**src/rtl/fifo_reader_pkg.sv**
```systemverilog
// Shared types and helpers for the FIFO stream reader.
package fifo_reader_pkg;

  localparam int SKID_DEPTH = 2;

  typedef enum logic [1:0] {
    EMPTY = 2'd0,
    ONE   = 2'd1,
    TWO   = 2'd2
  } buf_state_t;

  // One extra bit keeps BURST_LEN=1 at a legal nonzero width.
  function automatic int burst_cnt_w(input int burst_len);
    return $clog2(burst_len) + 1;
  endfunction

endpackage

```
**src/rtl/fifo_skid_buf.sv**
```systemverilog
// Two-entry skid buffer; head entry is the registered stream word.
//   state | meaning
//   EMPTY | no word held, head is stale
//   ONE   | head holds the next word to deliver
//   TWO   | head and tail both hold words, tail is younger
module fifo_skid_buf
  import fifo_reader_pkg::*;
#(
  parameter int DATA_WIDTH = 8
) (
  input  logic                  clk,
  input  logic                  reset,
  input  logic                  push,
  input  logic                  pop,
  input  logic [DATA_WIDTH-1:0] din,
  output logic [DATA_WIDTH-1:0] head,
  output buf_state_t            state,
  output logic [1:0]            occupancy
);

  logic [DATA_WIDTH-1:0] tail;

  always_ff @(posedge clk or posedge reset) begin
    if (reset) begin
      state <= EMPTY;
      head  <= '0;
      tail  <= '0;
    end else begin
      case (state)
        EMPTY: begin
          if (push) begin
            head  <= din;
            state <= ONE;
          end
        end
        ONE: begin
          case ({push, pop})
            2'b10: begin
              tail  <= din;
              state <= TWO;
            end
            2'b01: state <= EMPTY;
            2'b11: head  <= din;
            default: ;
          endcase
        end
        TWO: begin
          if (pop) begin
            head <= tail;
            if (push) tail  <= din;
            else      state <= ONE;
          end
        end
        default: state <= EMPTY;
      endcase
    end
  end

  always_comb begin
    occupancy = 2'd0;
    case (state)
      ONE:     occupancy = 2'd1;
      TWO:     occupancy = 2'd2;
      default: occupancy = 2'd0;
    endcase
  end

  // The read credit logic must never land a word on a full buffer.
  a_no_overflow: assert property (@(posedge clk) disable iff (reset)
    !(state == TWO && push && !pop));

endmodule

```
**src/rtl/fifo_stream_reader.sv**
```systemverilog
// Drains a 1-cycle-latency synchronous FIFO onto a valid/ready burst stream.
// Optional FIFO_READER_STATS_EN adds the rd_count popped-word counter.
module fifo_stream_reader
  import fifo_reader_pkg::*;
#(
  parameter int DATA_WIDTH = 8,
  parameter int BURST_LEN  = 4
) (
  input  logic                  clk,
  input  logic                  reset,
  input  logic                  fifo_empty,
  input  logic [DATA_WIDTH-1:0] fifo_rdata,
  output logic                  fifo_rd_en,
  output logic                  m_valid,
  input  logic                  m_ready,
  output logic [DATA_WIDTH-1:0] m_data,
  output logic                  m_last
`ifdef FIFO_READER_STATS_EN
  ,
  output logic [15:0]           rd_count
`endif
);

  localparam int CNT_W = burst_cnt_w(BURST_LEN);
  localparam logic [CNT_W-1:0] LAST_IDX = CNT_W'(BURST_LEN - 1);

  logic             inflight;
  logic             pop;
  logic [1:0]       occupancy;
  logic [2:0]       credit;
  logic [CNT_W-1:0] burst_cnt;
  buf_state_t       buf_state;

  fifo_skid_buf #(
    .DATA_WIDTH(DATA_WIDTH)
  ) u_skid (
    .clk      (clk),
    .reset    (reset),
    .push     (inflight),
    .pop      (pop),
    .din      (fifo_rdata),
    .head     (m_data),
    .state    (buf_state),
    .occupancy(occupancy)
  );

  assign m_valid = (buf_state != EMPTY);
  assign pop     = m_valid & m_ready;
  assign m_last  = m_valid & (burst_cnt == LAST_IDX);

  // Words already held or on their way, minus the one leaving this edge.
  assign credit     = {1'b0, occupancy} + {2'b00, inflight} - {2'b00, pop};
  assign fifo_rd_en = !reset & !fifo_empty & (credit < 3'(SKID_DEPTH));

  always_ff @(posedge clk or posedge reset) begin
    if (reset) inflight <= 1'b0;
    else       inflight <= fifo_rd_en;
  end

  always_ff @(posedge clk or posedge reset) begin
    if (reset) begin
      burst_cnt <= '0;
    end else if (pop) begin
      if (m_last) burst_cnt <= '0;
      else        burst_cnt <= burst_cnt + CNT_W'(1);
    end
  end

`ifdef FIFO_READER_STATS_EN
  always_ff @(posedge clk or posedge reset) begin
    if (reset)    rd_count <= 16'd0;
    else if (pop) rd_count <= rd_count + 16'd1;
  end
`endif

endmodule

```
**config.mk**
```make
export PLATFORM = sky130hd
export DESIGN_NAME = fifo_stream_reader
export DESIGN_NICKNAME = d
export VERILOG_FILES = /design/src/rtl/fifo_reader_pkg.sv /design/src/rtl/fifo_skid_buf.sv /design/src/rtl/fifo_stream_reader.sv
export SDC_FILE = /design/constraint.sdc
export NUM_CORES = 1
export LEC_CHECK = 0
export ABC_AREA = 1
export BUFFER_PORTS_ARGS = -buffer_cell sky130_fd_sc_hd__buf_2
export CAP_MARGIN = 10
export CORE_AREA = 5 5 57 59
export CTS_CLUSTER_DIAMETER = 50
export DETAILED_ROUTE_END_ITERATION = 8
export DIE_AREA = 0 0 62 64
export GPL_ROUTABILITY_DRIVEN = 0
export SYNTH_ARGS = -nofsm -noshare
export SYNTH_HDL_FRONTEND = slang
export SYNTH_SLANG_ARGS = --single-unit
export TNS_END_PERCENT = 1
```
**constraint.sdc**
```tcl
create_clock -name clk -period 5.34 [get_ports clk]
set_input_delay 0.801 -clock clk [delete_from_list [all_inputs] [get_ports clk]]
set_output_delay 0.801 -clock clk [all_outputs]
set_load 0.02 [all_outputs]
```
## Yosys cells after proc, flatten, opt, wreduce, memory -nomap -nowiden

Cells that the tools add are included.

| word-level totals | value |
|---|---|
| register bits | 22 |
| input bits | 12 |
| logic and storage cells | 49 |

| operators by class | value |
|---|---|
| add/sub/neg operators | 3 |
| order comparisons | 1 |
| equal/unequal tests | 13 |
| mux-type cells | 14 |
| bitwise logic cells | 4 |
| reduce and logical (&&, ||, !) cells | 9 |

Operators with widths:

| cell | count |
|---|---|
| 8-bit 2-to-1 mux | 5 |
| 8-bit one-hot mux with 3 select lines | 1 |
| 8-bit one-hot mux with 2 select lines | 1 |
| 2-bit inequality test (second input constant) | 6 |
| 4-bit AND reduction | 3 |
| 2-bit one-hot mux with 2 select lines | 2 |
| 2-bit == test (second input constant) | 3 |
| 2-bit 2-to-1 mux | 3 |
| 2-bit one-hot mux with 3 select lines | 1 |
| 1-bit AND | 4 |
| 2-bit by 1-bit == test with 1-bit output (second input constant) | 2 |
| 2-bit nonzero test | 2 |
| 2-bit by 1-bit adder with 3-bit output | 1 |
| 3-bit by 1-bit adder with 3-bit output (second input constant) | 1 |
| 3-bit by 2-bit == test with 1-bit output (second input constant) | 1 |
| 3-bit by 2-bit less-than comparator with 1-bit output (second input constant) | 1 |
| 3-bit 2-to-1 mux | 1 |
| 3-bit inequality test (second input constant) | 1 |
| 3-bit nonzero test | 1 |
| 3-bit by 1-bit subtractor with 3-bit output | 1 |
| 1-bit zero test | 2 |
| 2-bit zero test | 1 |

## Depth between registers and ports, before layout

| logic depth | value |
|---|---|
| word-level depth | 6 |
| gate-level depth with buffers | 10 |
| depth with buffers taken out | 10 |

## Cells and area by module

Synthesis repeated with hierarchy kept, for this count alone.

| second synthesis, totals | value |
|---|---|
| cell total of the unflattened synthesis | 155 |
| area, all modules | 1208.7 µm² |

By module, submodules not included:

| module | times used | cells an instance | area an instance (µm²) | sequential area each (µm²) |
|---|---|---|---|---|
| fifo_skid_buf | 1 | 117 | 935.9 | 450.4 |
| fifo_stream_reader | 1 | 38 | 272.8 | 100.1 |

## Worst setup path before layout

OpenSTA, ideal clock, no wires.

| timing | value |
|---|---|
| path kind | input -> output |
| from | input m_ready |
| to | output fifo_rd_en |
| arrival | 2097 ps |
| data required time | 4539 ps |
| setup slack | 2442 ps |
| stages on the path | 9 |
| buffers on the path | 0 |
| path through | inv_1 nor2_1 nand2_1 nand3_1 fa_1 nand2_1 nor2_1 o21ai_0 nor2_1 |

| on the way | value |
|---|---|
| word-level cells in the longest chain between the ends | 4 |

Ends and longest elaborated chain:

| element | RTL line | RTL |
|---|---|---|
| start: declaration | fifo_stream_reader.sv:15 | `input logic m_ready,` |
| 1-bit AND | fifo_stream_reader.sv:48 | `assign pop = m_valid & m_ready;` |
| 3-bit by 1-bit subtractor with 3-bit output | fifo_stream_reader.sv:52 | `assign credit = {1'b0, occupancy} + {2'b00, inflight} - {2'b00, pop};` |
| 3-bit by 2-bit less-than comparator with 1-bit output | fifo_stream_reader.sv:53 | `assign fifo_rd_en = !reset & !fifo_empty & (credit < 3'(SKID_DEPTH));` |
| 1-bit AND | fifo_stream_reader.sv:53 |  |
| end: declaration | fifo_stream_reader.sv:13 | `output logic fifo_rd_en,` |

No other way between the ends.

## Worst setup path in the final report

| timing | value |
|---|---|
| from | register u_skid.state[1] |
| to | output fifo_rd_en |

| on the way | value |
|---|---|
| word-level cells in the longest chain between the ends | 6 |

Ends and longest elaborated chain:

| element | RTL line | RTL |
|---|---|---|
| start: declaration | fifo_skid_buf.sv:17 | `output buf_state_t state,` |
| start signal: assignment | fifo_skid_buf.sv:25 | `state <= EMPTY;` |
| start signal: assignment | fifo_skid_buf.sv:33 | `state <= ONE;` |
| start signal: assignment | fifo_skid_buf.sv:40 | `state <= TWO;` |
| 2-bit == test / 2-bit by 1-bit == test with 1-bit output (equally long branches) | fifo_skid_buf.sv:61 | `case (state)` |
| 2-bit one-hot mux with 2 select lines | fifo_skid_buf.sv:61 |  |
| 2-bit by 1-bit adder with 3-bit output | fifo_stream_reader.sv:52 |  |
| 3-bit by 1-bit subtractor with 3-bit output (*) | fifo_stream_reader.sv:52 |  |
| 3-bit by 2-bit less-than comparator with 1-bit output (*) | fifo_stream_reader.sv:53 |  |
| 1-bit AND (*) | fifo_stream_reader.sv:53 |  |

Every way passes the cells marked *; elsewhere a longest branch is shown, timed or not.

==> results.md <==
Synthesis:
- The area of the mapped netlist is around 0.0011 mm^2.
- The gate count after technology mapping is 151.
- The most used flip-flop cell after synthesis is sky130_fd_sc_hd__dfrtp_1.
- The number of distinct library cell variants in the gate-level netlist after synthesis is 14.
- The share of synthesized area occupied by flip-flops and latches is between 40 and 50%.
- The portion of synthesized cell area occupied by the leading cell type is 48.2%.
- The biggest area contributor in the post-synthesis netlist is sky130_fd_sc_hd__dfrtp_1.
- The async set or reset register ratio after synthesis is 100%.
- The post-synthesis net count is between 150 and 200.
- A synthesized cell averages approximately 7.6 um^2.
- The commonest cells after synthesis are sky130_fd_sc_hd__nand2_1, sky130_fd_sc_hd__nand3_1, sky130_fd_sc_hd__dfrtp_1.
- The synthesized design contains 22 register bits.
- The Yosys step of the flow raised 0 warnings.
- By area the synthesized netlist is led by sky130_fd_sc_hd__dfrtp_1, sky130_fd_sc_hd__nand2_1, sky130_fd_sc_hd__nand3_1.
- The number of synthesized flops with an enable pin is 0.
- The most frequent cell after synthesis is sky130_fd_sc_hd__nand2_1.

Placed design:
- Including well taps, the total number of placed cells is 202.
- The half-perimeter wire length after placement is 1.76 mm.
- After detailed placement, the total cell area comes to 0.00128 mm^2.
- The worst setup timing slack at the placement stage is 2.21 ns.
- During placement, the flow inserted port buffers numbering 22.

Worst setup path:
- The number of cells on the worst reg-to-reg path is 10.
- The critical path class is flop to primary output.
- STA puts the critical path data required time at approximately 4.5 ns.
- Of all nets on the critical path, the largest fanout is 15.
- STA puts the critical path data arrival time at 2.54 ns.
- STA classifies the critical path endpoint as a primary output.
- The startpoint kind of the worst setup timing path is a flop.

Die:
- Measured along the y axis, the die boundary spans 64 um.
- For this configuration, the core starts out at a cell density of between 40% and 50%.
- Measured along the x axis, the die boundary spans 62 um.
- The number of standard-cell rows in the floorplan is 19.
- The floorplan step defined a core boundary enclosing ~0.0027 mm^2.
- The number of placed I/O pins is 23.
- The die outline area is about 0.0040 mm^2.

Finish:
- The post-route standard cell area excluding fillers is approximately 0.0013 mm^2.
- Cells with a size suffix above 1 make up 21.1% of the layout.
- Fill cells in the final layout number 273.
- The non-filler instance count after layout is 206.
- The area used by multi-input combinational logic is 534 um^2.
- The utilization of the core after routing is between 40 and 50%.
- Compared with the post-synthesis result, the final layout area differs by 15.6%.
- The register cell area after layout is 551 um^2.
- The repair_antennas step left the layout with diodes totalling 0.
- The net count reported at finish is 190.

Global routing:
- The residual overflow from global routing is 0.
- Across every metal layer, demand over resource in global routing totals 13.7%.
- The routing usage on met1 is 19.4%.
- The number of antenna violations at the first check in global routing is 0.
- Entering global routing, the biggest net connects 24 pins.
- The number of global-route vias before repair is 954.
- In the global route stage, met3 resource usage came out at about 3.6%.
- After global routing, the most crowded layer is met2.
- The met2 track demand over resource is 21.1%.
- The first-pass GRT wire length is 4.21 mm.

Timing:
- Across all hold checks on the routed design, the worst slack comes to 0.484 ns.
- The worst-case headroom to the max-slew limit is between 60% and 70%.
- The top achievable clock speed is 300 MHz.
- The total count of max-transition violations in the final report came to 0.
- The number of hold violations in the final report is 0.
- The ratio of final minimum period to clock period is 62.5%.
- Setup slack on the critical path of the routed design comes to about 2 ns.
- Setup repair after global routing left no endpoint under its margin.
- The actual transition at the worst max-transition pin is 0.485 ns.
- The post-route clock skew is 0.00190 ns.
- Counting I/O delays and the setup requirement, the final critical path takes roughly 3.3 ns.
- The total negative slack is 0 ns.
- Setup violations remaining at the end of the flow were counted as 0.

Clocking:
- TritonCTS built the clock tree.
- The clock tree root driver cell is sky130_fd_sc_hd__clkbuf_4.
- The number of hold buffers added after CTS was 0.
- The number of gates resized after CTS is 0.
- The later-pin clock latency in the skew report is 0.31 ns.
- Counting along the longest clock path gives a buffer depth of 2.
- The buffers inserted during post-CTS setup optimization is 0.
- The clock slew seen by the registers of the worst setup and hold paths is 0.12 ns.
- The sink count of the clock tree is 22.
- Buffers inserted during clock tree synthesis total 3.
- CTS built an H-tree with a depth of 1.

Routing:
- The via density per instance is 4.85.
- The routed length per placed instance is 11.9 um.
- For this block, the routed nets add up to roughly 2.4 mm of wire.
- For this run, the detailed router's first-pass iteration total came to 4.
- In this run the remaining antenna-violating nets after routing total 0.
- For this block, the initial DRC count from the detailed router was 37.
- The vias after detailed routing is around 1000.
- After detailed routing, the number of remaining DRC violations is 0.

Power and ir drop:
- Net switching is 42.3% of the power.
- Across the VDD grid, the largest voltage drop is 0.284 mV.
- In this run the static leakage power is 0.765 nW.
- The clock network is responsible for 14.1% of the overall power.
- The ratio of total power to cell area is approximately 500 mW/mm^2.
- Sequential cells account for 42.8% of the total power.
- The fraction of power consumed by combinational cells is 43.1%.
- After layout, the design draws a total of 0.647 mW.
- The net load switching power is 0.274 mW.
- Internal power comes to 0.373 mW.

Run status:
- The flow ran to the end, and the final reports show no timing, DRC or antenna violations.

Worst hold path:
- The worst hold-check path type is flop to flop.
- Along the worst hold path, the cell count comes to 2.

Run:
- The tool flagged a number of max-cap violations equal to 0.
## cell families after synthesis
kind of cell / share of synthesized area, %
AOI/OAI and AO/OA: 2.19
adders and majority gates: 2.85
buffers and inverters: 4.93
DFF: 48.2
and+or+nand+nor: 41.8
## state kept, by name, indices dropped and copies added (netlist names)
signal and flops:
u_skid.head 8, u_skid.tail 8, burst_cnt 3, u_skid.state 2
inflight 1
## worst max-delay path, stage by stage, from the launching register on
cell and delay (ns):
sky130_fd_sc_hd__dfrtp_1 0.66, sky130_fd_sc_hd__inv_1 0.14, sky130_fd_sc_hd__nand2_2 0.11, sky130_fd_sc_hd__nand2_1 0.10
sky130_fd_sc_hd__o21ai_0 0.08, sky130_fd_sc_hd__nand3_1 0.11, sky130_fd_sc_hd__fa_1 0.49, sky130_fd_sc_hd__nand2_1 0.05
sky130_fd_sc_hd__nor2_1 0.09, sky130_fd_sc_hd__o21ai_0 0.08, sky130_fd_sc_hd__nor2_1 0.13, sky130_fd_sc_hd__buf_2 0.18
## routing by layer
layer  vias up  share of wire (%)
li1        524                  -
met1       444                 46
met2        31                 47
met3         0                6.8
met4         0                  0
met5         -                  0
## final timing paths
path,from,endpoint,slack [ns]
setup / recovery,u_skid.state[1],fifo_rd_en,2.00
hold / removal,burst_cnt[2],burst_cnt[2],0.48
setup reg to reg,u_skid.state[1],inflight,3.23
hold reg to reg,burst_cnt[2],burst_cnt[2],0.48
max in group asynchronous,reset,u_skid.head[4],4.60
min in group asynchronous,reset,u_skid.head[3],0.50
## power groups by stage
| stage | Combinational (mW) | Sequential [mW] | Clock (mW) |
|---|---|---|---|
| CTS | 0.283 | 0.277 | 0.0956 |
| floorplan | 0.177 | 0.307 | 0 |
| global placement | 0.277 | 0.278 | 0 |
| global route | 0.320 | 0.288 | 0.102 |
| detailed placement | 0.281 | 0.281 | 0 |
| finish | 0.279 | 0.277 | 0.0914 |
## cells in the final DEF, fill, tap and decap left out
cell	instances
sky130_fd_sc_hd__nand2_4	2
sky130_fd_sc_hd__buf_4	1
sky130_fd_sc_hd__nand3_1	26
sky130_fd_sc_hd__nand2_1	64
sky130_fd_sc_hd__nand4_2	1
sky130_fd_sc_hd__inv_2	1
sky130_fd_sc_hd__o21ai_0	5
sky130_fd_sc_hd__buf_2	22
sky130_fd_sc_hd__clkbuf_8	1
sky130_fd_sc_hd__fa_1	1
sky130_fd_sc_hd__dfrtp_1	22
sky130_fd_sc_hd__nor2_1	9
sky130_fd_sc_hd__nor2_2	2
sky130_fd_sc_hd__clkbuf_4	3
sky130_fd_sc_hd__ha_1	1
sky130_fd_sc_hd__nand2_2	4
sky130_fd_sc_hd__inv_1	10
## layout make-up
| cell class | instances | share of cell area [%] |
|---|---|---|
| well taps | 31 | 2.94 |
| repair buffers | 23 | 8.92 |
| inverters | 11 | 3.13 |
| multi-input cells | 115 | 40.5 |
| clock buffers | 4 | 2.75 |
| flip-flops and latches | 22 | 41.7 |
No activity file was read; power rests on OpenSTA's default activity.
